===== config.mk =====
export PLATFORM = sky130hd
export DESIGN_NAME = fetch_stage
export DESIGN_NICKNAME = d
export VERILOG_FILES = /design/src/rtl/fetch_stage.sv
export SDC_FILE = /design/constraint.sdc
export NUM_CORES = 1
export LEC_CHECK = 0
export CORE_MARGIN = 5
export CORE_UTILIZATION = 48
export DETAILED_ROUTE_END_ITERATION = 6
export PLACE_DENSITY = 0.86
export SLEW_MARGIN = 25
export SYNTH_ARGS = -nofsm -noshare
export SYNTH_HDL_FRONTEND = slang
export SYNTH_SLANG_ARGS = --single-unit

===== constraint.sdc =====
create_clock -name clk -period 2.3 [get_ports clk]
set_input_delay 0.46 -clock clk [delete_from_list [all_inputs] [get_ports clk]]
set_output_delay 0.46 -clock clk [all_outputs]
set_load 0.02 [all_outputs]

===== src/rtl/fetch_stage.sv =====
// rtl/fetch_stage.sv - instruction fetch with single-outstanding imem handshake and IF/ID register
module fetch_stage #(
  parameter int                    DATA_WIDTH = 32,
  parameter logic [DATA_WIDTH-1:0] RESET_PC   = 32'h0000_0000,
  parameter logic [DATA_WIDTH-1:0] NOP_INSTR  = 32'h0000_0013
) (
  input  logic                  clk,
  input  logic                  rst_n,
  input  logic                  StallF,
  input  logic                  StallD,
  input  logic                  FlushD,
  input  logic                  PCSrcE,
  input  logic [DATA_WIDTH-1:0] PCTargetE,
  output logic                  imem_req_valid,
  output logic [DATA_WIDTH-1:0] imem_req_addr,
  input  logic                  imem_req_ready,
  input  logic                  imem_resp_valid,
  input  logic [DATA_WIDTH-1:0] imem_resp_data,
  output logic [DATA_WIDTH-1:0] InstrD,
  output logic [DATA_WIDTH-1:0] PCD,
  output logic [DATA_WIDTH-1:0] PCPlus4D,
  output logic                  ValidD,
  output logic                  FetchBusy
);

  typedef enum logic [1:0] {S_REQ, S_WAIT, S_HOLD} state_t;

  localparam logic [DATA_WIDTH-1:0] ALIGN_MASK = ~DATA_WIDTH'(3);

  state_t                state_q, state_d;
  logic [DATA_WIDTH-1:0] pcf_q, pcf_d;
  logic                  kill_q, kill_d;
  logic [DATA_WIDTH-1:0] hold_q, hold_d;
  logic [DATA_WIDTH-1:0] instr_q, instr_d;
  logic [DATA_WIDTH-1:0] pcd_q, pcd_d;
  logic [DATA_WIDTH-1:0] pcp4_q, pcp4_d;
  logic                  valid_q, valid_d;

  logic                  advance;
  logic                  avail;
  logic                  deliver;
  logic [DATA_WIDTH-1:0] pc_plus4;
  logic [DATA_WIDTH-1:0] fetched_instr;

  always_ff @(posedge clk or negedge rst_n) begin
    if (!rst_n) begin
      state_q <= S_REQ;
      pcf_q   <= RESET_PC;
      kill_q  <= 1'b0;
      hold_q  <= '0;
      instr_q <= NOP_INSTR;
      pcd_q   <= '0;
      pcp4_q  <= '0;
      valid_q <= 1'b0;
    end else begin
      state_q <= state_d;
      pcf_q   <= pcf_d;
      kill_q  <= kill_d;
      hold_q  <= hold_d;
      instr_q <= instr_d;
      pcd_q   <= pcd_d;
      pcp4_q  <= pcp4_d;
      valid_q <= valid_d;
    end
  end

  always_comb begin
    advance       = !StallF && !StallD;
    pc_plus4      = pcf_q + DATA_WIDTH'(4);
    avail         = (state_q == S_HOLD) || (state_q == S_WAIT && imem_resp_valid && !kill_q);
    deliver       = avail && advance && !PCSrcE;
    fetched_instr = (state_q == S_HOLD) ? hold_q : imem_resp_data;

    state_d = state_q;
    kill_d  = kill_q;
    hold_d  = hold_q;
    unique case (state_q)
      S_REQ: begin
        if (imem_req_ready) begin
          state_d = S_WAIT;
          kill_d  = PCSrcE;
        end
      end
      S_WAIT: begin
        // A redirect kills the in-flight fetch: drop it now if it is here, otherwise mark it
        if (PCSrcE) begin
          if (imem_resp_valid) begin
            state_d = S_REQ;
            kill_d  = 1'b0;
          end else begin
            kill_d  = 1'b1;
          end
        end else if (imem_resp_valid) begin
          if (kill_q) begin
            state_d = S_REQ;
            kill_d  = 1'b0;
          end else if (advance) begin
            state_d = S_REQ;
          end else begin
            state_d = S_HOLD;
            hold_d  = imem_resp_data;
          end
        end
      end
      S_HOLD: begin
        if (PCSrcE || advance) state_d = S_REQ;
      end
      default: state_d = S_REQ;
    endcase

    if (PCSrcE)       pcf_d = PCTargetE & ALIGN_MASK;
    else if (deliver) pcf_d = pc_plus4;
    else              pcf_d = pcf_q;

    instr_d = instr_q;
    pcd_d   = pcd_q;
    pcp4_d  = pcp4_q;
    valid_d = valid_q;
    if (FlushD || (!StallD && !deliver)) begin
      instr_d = NOP_INSTR;
      valid_d = 1'b0;
    end else if (!StallD) begin
      instr_d = fetched_instr;
      pcd_d   = pcf_q;
      pcp4_d  = pc_plus4;
      valid_d = 1'b1;
    end
  end

  always_comb begin
    imem_req_valid = rst_n && (state_q == S_REQ);
    imem_req_addr  = pcf_q & ALIGN_MASK;
    FetchBusy      = !avail;
    InstrD         = instr_q;
    PCD            = pcd_q;
    PCPlus4D       = pcp4_q;
    ValidD         = valid_q;
  end

endmodule

## Word-level counts from Yosys, hierarchy flattened

Cells that the tools add are included.

| storage, ports and cells | value |
|---|---|
| register bits after elaboration | 164 |
| logic and storage cells | 64 |

| operators by class | value |
|---|---|
| $add $sub $neg | 1 |
| eq/ne operators | 7 |
| muxes and demuxes | 20 |
| bitwise gates (word level) | 5 |
| reductions and logical operators | 23 |

Operator list:

| kind | count |
|---|---|
| 32-bit two-way mux | 5 |
| 32-bit by 3-bit adder with 32-bit output, second input constant | 1 |
| 2-bit two-way mux | 7 |
| 1-bit logical AND | 7 |
| 1-bit logical NOT | 6 |
| 1-bit two-way mux | 6 |
| 2-bit one-hot mux with 3 select lines | 1 |
| 3-bit AND reduction | 2 |
| 1-bit NOT | 5 |
| 5-bit AND reduction | 1 |
| 2-bit by 1-bit inequality test with 1-bit output, second input constant | 2 |
| 2-bit inequality test, second input constant | 2 |
| 2-bit nonzero test | 2 |
| 1-bit logical OR | 3 |
| 3-bit inequality test, second input constant | 1 |
| 2-bit by 1-bit == test with 1-bit output, second input constant | 1 |
| 2-bit == test, second input constant | 1 |
| 2-bit logical NOT | 1 |
| 1-bit one-hot mux with 2 select lines | 1 |
| 2-bit AND reduction | 1 |

## Longest topological paths before layout

| logic depth | value |
|---|---|
| depth after elaboration | 11 |
| depth in mapped cells | 8 |

## Least setup slack after synthesis

Ideal clock, no wire load.

| path | value |
|---|---|
| path kind | register to register |
| start | register pcf_q[8] |
| end | register pcp4_q[28] (netlist: PCPlus4D[28]) |
| library setup time | 121 ps |
| arrival time | 1962 ps |
| required time | 2179 ps |
| path slack | 217 ps |
| cell stages (with the launch flop) | 9 |
| path buffers | 3 |
| clock period less this slack | 2083 ps |
| cells stage by stage | dfrtp_1 buf_2 nand4_2 or4_4 buf_6 buf_6 nor3_2 xnor2_1 o21ai_2 |

| between the ends | value |
|---|---|
| word-level cells in the longest chain between the ends | 1 |

Ends and longest elaborated chain:

| what | RTL line | RTL |
|---|---|---|
| from (decl) | 31 | `logic [DATA_WIDTH-1:0] pcf_q, pcf_d;` |
| from (signal assigned) | 57 | `pcf_q <= pcf_d;` |
| 32-bit by 3-bit adder with 32-bit output | 69 | `pc_plus4 = pcf_q + DATA_WIDTH'(4);` |
| to (signal assigned) | 62 | `pcp4_q <= pcp4_d;` |
| to (decl) | 36 | `logic [DATA_WIDTH-1:0] pcp4_q, pcp4_d;` |

No other way between the ends.
A chain may end at the register's enable or synchronous reset.

## Worst setup path after layout

| path | value |
|---|---|
| start | input imem_resp_valid |
| end | register instr_q[17] (netlist: InstrD[17]) |

| between the ends | value |
|---|---|
| word-level cells in the longest chain between the ends | 9 |
| elaborated cells between the ends (all ways) | 10 |
| those cells by class | 1 x eq/ne; 1 x mux; 8 x reduce/logical |

Ends and longest elaborated chain:

| what | RTL line | RTL |
|---|---|---|
| from (decl) | 17 | `input logic imem_resp_valid,` |
| 1-bit logical AND (*) (2 in a row) | 70 | `avail = (state_q == S_HOLD) \|\| (state_q == S_WAIT && imem_resp_valid && !kill_q);` |
| 1-bit logical OR (*) | 70 |  |
| 1-bit logical AND (*) (2 in a row) | 71 | `deliver = avail && advance && !PCSrcE;` |
| 1-bit logical NOT (*) | 119 | `if (FlushD \|\| (!StallD && !deliver)) begin` |
| 1-bit logical AND (*) | 119 |  |
| 1-bit logical OR (*) | 119 |  |
| 2-bit by 1-bit inequality test with 1-bit output (no source line) or 32-bit two-way mux (tied branches) | -- |  |
| to (signal assigned) | 60 | `instr_q <= instr_d;` |
| to (decl) | 34 | `logic [DATA_WIDTH-1:0] instr_q, instr_d;` |

Every way passes the cells marked *; elsewhere a longest branch is shown, timed or not.

==> metrics.md <==
| Metric | Value |
|---|---|
| Clk sinks | 158 |
| Top cells by area, synth | dfrtp_1 (53%), nand2_1 (10%), o21ai_0 (5.2%) |
| Final hold violation count | 0 |
| Buf/Inv on CP | 3 |
| DRC violations left | 0 |
| Syn Area/Cell | 9.93 um2 |
| Diode count | 0 |
| Drt first pass iters | 4 |
| Max IR drop VDD | 0.514 mV |
| Placed wire-length estimate | 13300 um |
| RePlAce Congestion | 0.813 |
| Clock power frac | 32.2% |
| Worst r2r path cells | 6 |
| GRT overflow | 0 |
| Clk Tree Root Cell | clkbuf_16 |
| Fraction of layout cells with a size suffix above 1 | 14.0% |
| Most common cell in the netlist | nand2_1 |
| RSZ-0062 raised after global routing | no |
| # hold bufs at CTS | 0 |
| Insertion delay to the later sink of the worst-skew pair | 0.42 ns |
| Cell variety after synth | 44 |
| Vias in the first global route | 6122 |
| Setup ws final | 0.133 ns |
| Critical-path top delay cell | clkdlybuf4s50_1 |
| Die width | 133 um |
| Overall power | 8.73 mW |
| Delay-heaviest family, CP | buffers and inverters |
| Post-synthesis sequential area ratio | 54.5% |
| Flops & latches, synth | 158 |
| # H-tree levels | 4 |
| Die area | 17700 um2 |
| Register share of total power | 42.9% |
| Worst Tran Pin Value | 0.824 ns |
| Reg-to-reg slack, setup | 0.16 ns |
| Final Max Tran Viols | 0 |
| Largest area contributor in the netlist | dfrtp_1 |
| IO Pins | 203 |
| Hold crit path type | in2async |
| Slew headroom | 45.1% |
| Switching power total | 2.61 mW |
| Crit. End Element | flip-flop |
| WL final | 19300 um |
| Cell Area, Synth | 7260 um2 |
| Number of max-cap violations | 0 |
| Synthesized instance count | 731 |
| Sw Ratio | 29.9% |
| Peak fanout along the critical path | 57 |
| CTS max path bufs | 2 |
| Async SR Flop Fraction | 100% |
| Largest net degree at the start of global routing | 159 |
| Clock transition at the registers of the reported paths | 0.06 ns |
| Max Clk Rate | 462 MHz |
| Final setup fails | 0 |
| CTS buffer count | 17 |
| Global-route wire length before repair | 32100 um |
| Leak | 4.47 nW |
| Critical Path Sink | InstrD[17] |
| Setup CP Type | in2reg |
| Die Y-Extent | 133 um |
| Row count | 45 |
| Initial Util | 48.3% |
| Setup crit start kind | input pin |
| Status | completed |
| Instance count on the critical path | 7 |
| Routed wire per std cell | 17.1 um |
| Top cell type's share of synthesized area | 53.4% |
| Nets | 999 |
| PD cells | 860 nW/um2 |
| Area growth syn-to-layout | 39.9% |
| Reg2reg end | InstrD[17] |
| Commonest cells post-synth | nand2_1 (203), dfrtp_1 (155), o21ai_0 (75), mux2_2 (32) |
| Fin crit share | 94.2% |
| YS warnings | 0 |
| Initial antenna violation count | 0 |
| Reg-to-reg startpoint | state_q[1] |
| Internal | 6.12 mW |
| Antenna-violating nets left | 0 |
| Post-Route Utilization | 67.6% |
| Post-DR vias/cell | 5.19 |
| Ys flop type | dfrtp_1 |
| Core ar. | 15000 um2 |
| DR iter-0 viols | 333 |
| Critical path, cell by cell | clkdlybuf4s50_1, nor4bb_2, buf_4, o21ai_2, or3_4, buf_12, o21ai_0 |
| CP startpoint | imem_resp_valid |
| Overall Global Routing Usage | 22.7% |
| Number of synthesized flops with an enable pin | 0 |
| Clk_skew | 0.00900 ns |
| Comb pwr share | 24.9% |
| CP arrival | 2.46 ns |
| Via count | 5848 |
| Worst path required time | 2.59 ns |
| Largest stage delay, worst path | 0.49 ns |
| Port bufs | 194 |
| Minimum clock period | 2.17 ns |
| Post-place setup slack | -0.205 ns |
| CTS tree | done |
## registers in the layout, indices dropped and copies added, names as in the netlist
register  cells
InstrD       32
ValidD        1
PCD          30
state_q       2
PCPlus4D     30
pcf_q        30
kill_q        1
hold_q       32
## layout by cell type (no fill, tap or decap), drive strengths merged, types with 2 or more instances in the layout
cell type,count
nand2,203
clkdlybuf4s50,190
dfrtp,155
o21ai,91
buf,38
mux2,32
mux2i,31
xor2,30
xnor2,26
nor2,20
clkbuf,18
nand3,17
nor3,14
nand4,11
inv,8
nor4,7
conb,6
clkinvlp,5
dfstp,3
a31oi,3
nand2b,3
or3,3
clkinv,3
nor3b,2
or2,2
and3,2
bufinv,2
dlygate4sd2,2
nor2b,2
or4,2
## worst register-to-register path: cells and delay by family, from the launching register on
family	cells	cell delay [ns]
compound gates	2	0.42
flops	1	0.47
simple gates	2	0.75
buf+inv	2	0.36
## power groups by stage
stage                     sequential, mW  clock (mW)  combinational [mW]
final                               3.74        2.81                2.18
after global routing                3.83        3.00                2.36
after CTS                           3.75        2.88                2.21
after detailed placement            3.78           0                2.19
after global placement              3.74           0                2.14
after floorplan                     4.09           0               0.746
## final cells by class
cell class              instances  area (um2)
inverters                       4        15.0
repair buffers                230        2290
clock buffers                  18         439
fillers                      1116        4870
well taps                     188         235
multi-input cells             515        3060
clock inverters                14         158
flip-flops and latches        158        3960
## through the flow
stage                     hold WS, ns  cell area, um2  std cells  setup TNS [ns]
after CTS                       0.262           10200       1127               0
final                           0.229           10200       1127               0
after detailed placement        0.463            9560       1095          -13.41
after floorplan                 0.164            7280        736               0
after global routing            0.288           10200       1127               0
after global placement          0.458            9560       1095          -10.58
## cell families (layout without fill, tap and decap cells)
kind of cell,Yosys count,after routing,share of synthesized area [%]
xor+xnor,56,56,6.75
flops,158,158,54.5
mux,63,63,9.24
compound gates,99,99,7.18
buf+inv,63,266,4.08
other cells,1,6,0.0516
fa+ha+maj,1,1,0.172
simple gates,290,290,18.0
## layer usage
metal / vias up / share of wire [%] / track usage [%]
li1: 2801 / - / -
met1: 2838 / 41 / 27.9
met2: 184 / 49 / 37.4
met3: 25 / 8.2 / 8.21
met4: 0 / 1.7 / 7.10
met5: - / 0 / 0
## worst min path at each step
stage | from | to | slack [ns] | depth (start not counted)
final | rst_n | PCD[23] | 0.23 | 2
after global routing | rst_n | pcf_q[27] | 0.29 | 2
after CTS | rst_n | pcf_q[25] | 0.26 | 2
after detailed placement | PCD[28] | PCD[28] | 0.46 | 2
after global placement | ValidD | ValidD | 0.46 | 2
after floorplan | rst_n | InstrD[10] | 0.16 | 0
## timing repair
action | in CTS | in global routing
endpoints found under the setup margin | 2 | 0
buffers inserted | 0 | 0
resized for setup | 3 | 0
Note: power is estimated with default switching activity, not from simulation.
==> RTL edit, RTL diff (same flow settings) <==
The 3 states of `state_t` get a one-hot encoding in 3 bits.
--- a/src/rtl/fetch_stage.sv
+++ b/src/rtl/fetch_stage.sv
@@ -23,7 +23,7 @@
   output logic                  FetchBusy
 );
 
-  typedef enum logic [1:0] {S_REQ, S_WAIT, S_HOLD} state_t;
+  typedef enum logic [2:0] {S_REQ = 3'b001, S_WAIT = 3'b010, S_HOLD = 3'b100} state_t;
 
   localparam logic [DATA_WIDTH-1:0] ALIGN_MASK = ~DATA_WIDTH'(3);
 
Formal check against the unedited RTL: no difference found for any inputs over 4 cycles, from zero or initial values and one cycle with rst_n low; so few cycles prove little.
==> RTL edit against the original RTL <==
Routed wire length rose by 3.1%. Count of clock-buffer cells in the layout fell by 1. Area after synthesis rose by 0.90%. Cell area barely moved. Global-route usage barely moved. First-iteration DRC count rose by 9.6%. Critical path depth fell by 5. Power fell by 5.5%. Sequential cell count rose by 1. Sequential share of layout area rose by 0.25 points. Setup slack improved by 0.00086 ns. Maximum frequency barely moved. Via count rose by 1.5%.
==> RTL edit: results (changes against the original RTL) <==
status completed; first-pass GRT wire length 32100 µm (about the same); Synth Area in Compound Gates 7.75% (+0.57 points); Arr. time, crit path 1.71 ns (-0.75 ns); Crit Path Max Fanout 12 (-79%); peak supply drop 0.516 mV (+0.35%); dpl cell area 0.00955 mm² (about the same); Via Count 5936 (+1.5%); Seq/Total Area, Yosys 54.4% (-0.13 points); ratio of cells with drive above 1 in the final layout 11.3% (-2.7 points); placed wire-length estimate 13400 µm (+1.1%); Crit-path slowest cell dfstp_2; top post-synthesis cells by area dfrtp_1 (53%), nand2_1 (9.9%), xor2_1 (4.9%); post-synthesis cell count 731 (unchanged); Layout Nets 993 (-0.60%); Total Routing Usage GR 22.6% (-0.042 points); DRT Wirelength 19900 µm (+3.1%); Place WS -0.152 ns (+0.0529 ns); Routability Congestion 0.769 (-5.4%); Post-synth top cells nand2_1 (194), dfrtp_1 (155), o21ai_0 (55), xor2_1 (41); Setup Skew 0.00863 ns (-0.000361 ns); placed insts 1089 (-0.55%); pin count of the biggest net entering global routing 160 (+0.63%); post_cts resized 2 (-1); Netlist cell types 50 (+14%); routed length per instance 17.7 µm (+3.6%); Synth Area in Adders 0.171% (-0.0015 points); XOR/XNOR Fraction of Synth Area 6.45% (-0.30 points); Logic power comb 1690 µW (-22%); Static Leak 0.00432 µW (-3.2%); Filler cells 1135 (+1.7%); Slew @ Worst Pin 0.832 ns (+0.00840 ns); DRT iter0 DRCs 365 (+9.6%); family with the most delay on the worst path flip-flops; NetSw 2380 µW (-8.9%); multiplexer area fraction after synthesis 9.43% (+0.19 points); Clk power 2920 µW (+4%); Sw Ratio 28.8% (-1.1 points)
RTL edit: worst paths after layout:
path | slack [ns] | cells after the start | start | end
max | 0.13 | 2 | state_q[0] | imem_req_valid
min | 0.19 | 2 | rst_n | hold_q[8]
max reg2reg | 0.23 | 5 | state_q[2] | InstrD[19]
min in group clk | 0.46 | 3 | PCSrcE | state_q[2]
min reg2reg | 0.47 | 2 | PCD[23] | PCD[23]
max in group asynchronous | 1.53 | 2 | rst_n | pcf_q[25]
RTL edit: cell type report:
class	instances	area, µm²	share of cell area, %
well taps	188	235	2.32
clock inverters	15	183	1.80
repair buffers	222	2220	21.9
clock buffers	17	425	4.19
multi-input cells	518	3100	30.6
flip-flops and latches	159	3980	39.2
inverters	2	7.51	0.0739
RTL edit: per-layer routing:
layer | vias to the layer above | GRT usage, % | share of wire (%)
met5 | - | 0 | 0
met4 | 0 | 8.00 | 2.1
met3 | 29 | 7.89 | 8.3
met2 | 226 | 35.9 | 47
met1 | 2859 | 29.0 | 42
li1 | 2822 | - | -
